File: config.mk
export PLATFORM = sky130hd
export DESIGN_NAME = ets_sweep_controller
export DESIGN_NICKNAME = d
export VERILOG_FILES = /design/src/rtl/ets_sweep_controller.sv
export SDC_FILE = /design/constraint.sdc
export NUM_CORES = 1
export LEC_CHECK = 0
export CORE_MARGIN = 5
export CORE_UTILIZATION = 31
export DETAILED_ROUTE_END_ITERATION = 10
export RECOVER_POWER = 50
export SYNTH_ARGS = -nofsm -noshare
export SYNTH_HDL_FRONTEND = slang
export SYNTH_SLANG_ARGS = --single-unit
export TNS_END_PERCENT = 5
File: constraint.sdc
create_clock -name clk -period 5.47 [get_ports clk]
set_input_delay 1.641 -clock clk [delete_from_list [all_inputs] [get_ports clk]]
set_output_delay 1.641 -clock clk [all_outputs]
set_load 0.03 [all_outputs]
File: src/rtl/ets_sweep_controller.sv
// Equivalent-time-sampling sweep sequencer: runs the offset sampler once per ETS phase
// offset, buffers each 32-bit result in a FWFT FIFO and steps the ETS clock phase between runs.
module ets_sweep_controller #(
    parameter int FIFO_DEPTH = 16
) (
    input  logic                          clk,
    input  logic                          rst_n,
    input  logic                          start,
    input  logic                          abort,
    input  logic [15:0]                   num_steps,
    input  logic                          sampler_running,
    input  logic                          sampler_result_ready,
    input  logic [31:0]                   sampler_result,
    output logic                          sampler_request_run,
    output logic                          phase_step,
    input  logic                          phase_step_ack,
    output logic                          busy,
    output logic                          sweep_done,
    output logic [15:0]                   step_index,
    input  logic                          fifo_rd,
    input  logic                          fifo_clear,
    output logic [31:0]                   fifo_data,
    output logic                          fifo_empty,
    output logic [$clog2(FIFO_DEPTH):0]   fifo_count,
    output logic                          overflow
);

    localparam int AW = $clog2(FIFO_DEPTH);
    localparam int CW = AW + 1;
    localparam logic [AW-1:0] PTR_ONE   = AW'(1'b1);
    localparam logic [CW-1:0] CNT_ONE   = CW'(1'b1);
    localparam logic [CW-1:0] CNT_FULL  = CW'(FIFO_DEPTH);

    typedef enum logic [2:0] {
        S_IDLE        = 3'd0,
        S_ARM         = 3'd1,
        S_REQUEST     = 3'd2,
        S_WAIT_RESULT = 3'd3,
        S_STEP        = 3'd4,
        S_WAIT_ACK    = 3'd5,
        S_DONE        = 3'd6
    } state_t;

    state_t          state_r;
    state_t          state_nxt_s;
    logic [15:0]     num_steps_r;
    logic [15:0]     step_index_r;
    logic            overflow_r;
    logic [31:0]     mem_r [FIFO_DEPTH];
    logic [AW-1:0]   wr_ptr_r;
    logic [AW-1:0]   rd_ptr_r;
    logic [CW-1:0]   count_r;

    logic            start_acc_s;
    logic            ack_acc_s;
    logic            last_step_s;
    logic            fifo_wr_s;
    logic            fifo_full_s;
    logic            rd_ok_s;
    logic            wr_ok_s;
    logic            drop_s;

    // abort outranks every handshake, so all accept strobes are masked by it
    assign start_acc_s = (state_r == S_IDLE) && start && !abort;
    assign ack_acc_s   = (state_r == S_WAIT_ACK) && phase_step_ack && !abort;
    assign fifo_wr_s   = (state_r == S_WAIT_RESULT) && sampler_result_ready && !abort;
    assign last_step_s = (step_index_r == (num_steps_r - 16'd1));

    assign fifo_full_s = (count_r == CNT_FULL);
    assign rd_ok_s     = fifo_rd && (count_r != '0);
    assign wr_ok_s     = fifo_wr_s && (!fifo_full_s || rd_ok_s);
    assign drop_s      = fifo_wr_s && fifo_full_s && !rd_ok_s && !fifo_clear;

    // State register
    always_ff @(posedge clk or negedge rst_n) begin
        if (!rst_n) begin
            state_r <= S_IDLE;
        end else begin
            state_r <= state_nxt_s;
        end
    end

    // Next-state decode
    always_comb begin
        state_nxt_s = state_r;
        if (abort) begin
            state_nxt_s = S_IDLE;
        end else begin
            case (state_r)
                S_IDLE: begin
                    if (start) begin
                        state_nxt_s = (num_steps == 16'd0) ? S_DONE : S_ARM;
                    end else begin
                        state_nxt_s = S_IDLE;
                    end
                end
                S_ARM: begin
                    if (!sampler_running) begin
                        state_nxt_s = S_REQUEST;
                    end else begin
                        state_nxt_s = S_ARM;
                    end
                end
                S_REQUEST: begin
                    if (sampler_running) begin
                        state_nxt_s = S_WAIT_RESULT;
                    end else begin
                        state_nxt_s = S_REQUEST;
                    end
                end
                S_WAIT_RESULT: begin
                    if (sampler_result_ready) begin
                        state_nxt_s = last_step_s ? S_DONE : S_STEP;
                    end else begin
                        state_nxt_s = S_WAIT_RESULT;
                    end
                end
                S_STEP:     state_nxt_s = S_WAIT_ACK;
                S_WAIT_ACK: begin
                    if (phase_step_ack) begin
                        state_nxt_s = S_ARM;
                    end else begin
                        state_nxt_s = S_WAIT_ACK;
                    end
                end
                S_DONE:     state_nxt_s = S_IDLE;
                default:    state_nxt_s = S_IDLE;
            endcase
        end
    end

    // Sweep length latch and offset counter
    always_ff @(posedge clk or negedge rst_n) begin
        if (!rst_n) begin
            num_steps_r  <= 16'd0;
            step_index_r <= 16'd0;
        end else if (abort) begin
            step_index_r <= 16'd0;
        end else if (start_acc_s) begin
            num_steps_r  <= num_steps;
            step_index_r <= 16'd0;
        end else if (ack_acc_s) begin
            step_index_r <= step_index_r + 16'd1;
        end else begin
            step_index_r <= step_index_r;
        end
    end

    // Sticky overflow: only a new sweep or reset clears it
    always_ff @(posedge clk or negedge rst_n) begin
        if (!rst_n) begin
            overflow_r <= 1'b0;
        end else if (start_acc_s) begin
            overflow_r <= 1'b0;
        end else if (drop_s) begin
            overflow_r <= 1'b1;
        end else begin
            overflow_r <= overflow_r;
        end
    end

    // FIFO pointers and occupancy; clear wins over same-cycle read/write
    always_ff @(posedge clk or negedge rst_n) begin
        if (!rst_n) begin
            wr_ptr_r <= '0;
            rd_ptr_r <= '0;
            count_r  <= '0;
        end else if (fifo_clear) begin
            wr_ptr_r <= '0;
            rd_ptr_r <= '0;
            count_r  <= '0;
        end else begin
            if (wr_ok_s) begin
                wr_ptr_r <= wr_ptr_r + PTR_ONE;
            end else begin
                wr_ptr_r <= wr_ptr_r;
            end
            if (rd_ok_s) begin
                rd_ptr_r <= rd_ptr_r + PTR_ONE;
            end else begin
                rd_ptr_r <= rd_ptr_r;
            end
            case ({wr_ok_s, rd_ok_s})
                2'b10:   count_r <= count_r + CNT_ONE;
                2'b01:   count_r <= count_r - CNT_ONE;
                default: count_r <= count_r;
            endcase
        end
    end

    // FIFO storage; contents are qualified by count, so no reset is needed
    always_ff @(posedge clk) begin
        if (wr_ok_s && !fifo_clear) begin
            mem_r[wr_ptr_r] <= sampler_result;
        end
    end

    assign sampler_request_run = (state_r == S_REQUEST);
    assign phase_step          = (state_r == S_STEP);
    assign busy                = (state_r != S_IDLE);
    assign sweep_done          = (state_r == S_DONE);
    assign step_index          = step_index_r;
    assign overflow            = overflow_r;
    assign fifo_count          = count_r;
    assign fifo_empty          = (count_r == '0);
    assign fifo_data           = mem_r[rd_ptr_r];

endmodule

# == Yosys cells after proc, flatten, opt, wreduce, memory -nomap -nowiden ==
# Memory sizes are Yosys's and may differ from the RTL's.
# Cells that the tools add are included.
# word_totals
mem_bits_rw,512
inputBits,57
n_memories,1
register_bits,49
output_inout_bits,59
# memory_table
name,words,word_bits,read_ports,rd_ports_with_merged_regs,wr,line,text
mem_r,16,32,1,0,1,49,logic [31:0] mem_r [FIFO_DEPTH];
# classes
bitwise,1
n_mux,22
eq_ne,10
addsub,6
n_reduce_logical,28
# ops
cell,count
two-way mux 16 bit,3
one-hot mux 3 bit (6 select lines),1
adder 16 x 1 -> 16 bit (second input constant),1
== test 16 bit,1
zero test 16 bit,1
two-way mux 4 bit,4
subtractor 16 x 1 -> 16 bit (second input constant),1
two-way mux 3 bit,5
logical AND 1 bit,12
one-hot mux 5 bit (2 select lines),1
== test 3 bit (second input constant),3
nonzero test 3 bit,3
adder 4 x 1 -> 4 bit (second input constant),2
== test 3 x 2 -> 1 bit (second input constant),2
nonzero test 2 bit,3
adder 5 x 1 -> 5 bit (second input constant),1
== test 5 bit (second input constant),1
zero test 5 bit,1
two-way mux 1 bit,5
two-way mux 5 bit,1
nonzero test 5 bit,1
subtractor 5 x 1 -> 5 bit (second input constant),1
zero test 1 bit,4
two-way mux 2 bit,2
7 further kinds,7

# == Longest topological paths before layout ==
# Gate-level depths: netlist of run 1.
# depth
word_depth,8
ltp_mapped,11
ltp_nobuf,10

# == Worst setup path before layout of run 1 ==
# OpenSTA, ideal clock, no wires.
# synth_timing
kind,input -> register
start,in abort
end,mem mem_r[12][0] (enable)
slack_ns,0.930
arrival_ns,4.119
n_path_buf,0
path_stages,5
cell_sequence,or3b_4 > a211oi_4 > and2b_1 > nand2_1 > nor2_1
# synth_between
elab_chain_len,6
# synth_rtl
element,line,text
start: declaration,9,"input logic abort,"
zero test 1 bit,66,assign fifo_wr_s = (state_r == S_WAIT_RESULT) && sampler_result_ready && !abort;
logical AND 1 bit,66,
logical AND 1 bit,71,assign wr_ok_s = fifo_wr_s && (!fifo_full_s || rd_ok_s);
logical AND 1 bit,193,if (wr_ok_s && !fifo_clear) begin
two-way mux 1 bit,193,
two-way mux 1 bit (not written as such),194,mem_r[wr_ptr_r] <= sampler_result;
end: declaration,49,
# No other way between the ends.

# == Worst setup path after layout of run 1 ==
# layout_timing
start,reg rd_ptr_r[0]
end,out fifo_data[0]
# layout_between
elab_chain_len,1
# layout_rtl
element,line,text
start: declaration,51,logic [AW-1:0] rd_ptr_r;
start signal: assignment,179,rd_ptr_r <= rd_ptr_r + PTR_ONE;
start signal: assignment,181,rd_ptr_r <= rd_ptr_r;
memory (16 x 32 bit),n/a,
end: declaration,22,"output logic [31:0] fifo_data,"
# No other way between the ends.

==> flow_summary.ini, run 1 <==
[timing]
final.setup.worst_slack_ns = 0.392
period_share = 0.928
slew_headroom = -0.115
finalSetupTns_ns = 0
rsz0062_at_grt = no
post-route-min-period_ns = 5.08
hold_viol_final = 0
setup_violations = 0
worst_slew_pin_slew_ns = 1.67
clock_skew_ns = 0.0230
fmax_mhz = 197
slew_viol_final = 31

[setup_path]
worstPathMaxFanout = 49
crit_required_ns = 3.83
end_kind = output pin
cp-start-kind = flip-flop
setup.worst_path.start = rd_ptr_r[0]
worstRegToRegCells = 6
arrival_ns = 3.44
r2r-start = state_r[1]
critPathKind = reg -> out

[cts]
post_cts_buffers = 0
cts_root_buf = clkbuf_16
cts_tree = yes
insertion_delay_ns = 0.61
cts_buffer_depth = 3
cts.sink_count = 561
htreeDepth = 2
clkSlewWorstSetupHoldPaths_ns = 0.06
cts_buffers = 55
cts_resized = 0
cts_hold_buf = 0

[yosys]
synth_cell_types = 51
synth_area_um2 = 22300
synthDominantCellAreaShare = 0.689
synth_edf_count = 512
synth_fp_nets = 1119
synthTopCellsByArea = edfxtp_1 69%, mux4_2 16%, dfrtp_1 5.5%, nor2_1 0.99%, xnor2_1 0.86%
synth_most_common_cell = edfxtp_1
synth_seq_cells = 561
yosys-top-cells-count = 512 x edfxtp_1, 160 x mux4_2, 59 x nor2_1
synth_cells = 1051
synthFlopType = edfxtp_1
synth_area_leader_cell = edfxtp_1
syn_area_per_cell_um2 = 21.2
ys_seq_area_frac = 0.744
ys_warn_count = 0
async_flop_share = 0.0873

[cells_and_area]
synthToLayoutAreaGrowth_pct = 19.0
antenna_cells = 0
nFillCells = 6434
finalNonFillerCells = 2191
fin_nets = 1271
drive_above_1_share = 0.234

[die]
ios = 116
die_w_um = 278
dieArea_um2 = 77400
start_util = 0.312
fp.dieH_um = 278
core_um2 = 71500
num_rows = 98

[placed_design]
numPlacedInstances = 2096
port-buffer-count = 115
dp_hpwl_mm = 29.7
place_congestion = 0.795
pre_cts_ws_ns = 0.592

[grt]
grt_pass1_wl_mm = 75.3
antenna_found_initial = 6
grt_overflow_total = 0
track_usage = 0.127
grt_max_degree = 50
grt_pass1_vias = 11500

[power]
ir_drop_mv = 0.233
power.density_nw_per_um2 = 374
p_leak_uw = 0.00816

[drt]
ant_nets = 0
route.detailed.wl_per_inst_um = 22.5
vias = 10800
first_iter_violations = 834
drc = 0
firstDrtPassIters = 5
wirelength_mm = 49.4
via_per_inst = 4.95

[worst_hold_path]
whs_path_depth = 1
hp-start = num_steps_r[15]
hp-class = reg -> reg

[run]
maxCapViolations = 1

[status]
run_status = finished with violations
violations = capacitance limit, slew limit
==> where the power goes <==
part           internal, µW  switching, µW  total (µW)  leakage, µW
Sequential             4730            126        4860      0.00524
Clock                  2030           1570        3600     0.000834
Combinational           758            713        1470      0.00208
==> worst max-delay path: stages, from the launching register on <==
cell and delay [ns]:
dfrtp_4 0.65, buf_12 0.40, mux4_2 0.61, mux4_2 0.52, clkdlybuf4s50_1 0.62
==> per-stage QoR <==
stage	total power (µW)	cell area (µm²)	util	hold WS [ns]
2_1_floorplan	5960	22300	-	0.480
3_3_place_gp	6450	24900	0.348	0.499
3_5_place_dp	6470	24900	0.348	0.499
4_1_cts	10100	26600	0.372	0.513
5_1_grt	10300	26600	0.371	0.542
6_report	9930	26600	0.371	0.510
==> cell type report <==
type                            count  area (µm²)  share of cell area
Sequential cell                   561       16600               0.626
Multi-Input combinational cell    432        5550               0.209
Timing Repair Buffer              146        1470              0.0555
Clock buffer                       64        1410              0.0531
Tap cell                          950        1190              0.0448
Clock inverter                     31         295              0.0111
Inverter                            7        26.3            0.000989
==> flip-flops by register name (all words and copies together) (netlist names) <==
register and flops:
rd_ptr_r 4, fifo_count 5, step_index 16, overflow 1, state_r 3, mem_r 512, wr_ptr_r 4, num_steps_r 16
==> final timing paths <==
kind / to / slack (ns)
max in group asynchronous: rd_ptr_r[0] / 1.88
setup reg to reg: mem_r[7][23] / 1.59
hold reg to reg: num_steps_r[15] / 0.51
hold / removal: num_steps_r[15] / 0.51
min in group asynchronous: step_index[10] / 1.25
setup / recovery: fifo_data[0] / 0.39
==> layer usage <==
metal,GRT usage,vias up,wire length [µm],share of wire
li1,-,4639,-,-
met1,0.175,5803,21600,0.44
met2,0.206,313,23900,0.48
met3,0.0289,73,2940,0.059
met4,0.0313,8,897,0.018
met5,0,-,57,0.0012
==> cells in the final DEF, fill, tap and decap left out, types with 9 or more instances in the layout <==
cell type        instances
nor2_1                  48
ha_1                    10
dlygate4sd3_1           36
clkbuf_1                11
clkbuf_16               55
xnor2_1                 22
edfxtp_1               512
nand3_1                 12
xor2_1                  22
mux2_1                  15
dfrtp_1                 45
clkdlybuf4s50_1         78
clkinv_2                 9
clkinv_1                14
nand2_1                 26
nor2_4                  12
mux4_2                 160
a21oi_1                  9
buf_4                   22
nor4_1                   9
nand4_1                 10
==> kinds of logic (layout without fill, tap and decap cells) <==
logic type,Yosys count,in the layout,synth area share
mux,183,183,0.173
flops,561,561,0.744
buf+inv,58,248,0.0115
fa+ha+maj,11,11,0.00651
simple gates,159,159,0.0371
xor+xnor,44,44,0.0173
compound gates,35,35,0.0109
(Power assumes the default switching activity.)
==> run 2: changes to the inputs <==
--- a/config.mk
+++ b/config.mk
@@ -8,6 +8,7 @@
 export CORE_MARGIN = 5
 export CORE_UTILIZATION = 31
 export DETAILED_ROUTE_END_ITERATION = 10
+export HOLD_SLACK_MARGIN = 0.08
 export RECOVER_POWER = 50
 export SYNTH_ARGS = -nofsm -noshare
 export SYNTH_HDL_FRONTEND = slang
==> results of run 2 <==
The final DEF is identical to that of run 1; final timing and power are the same.
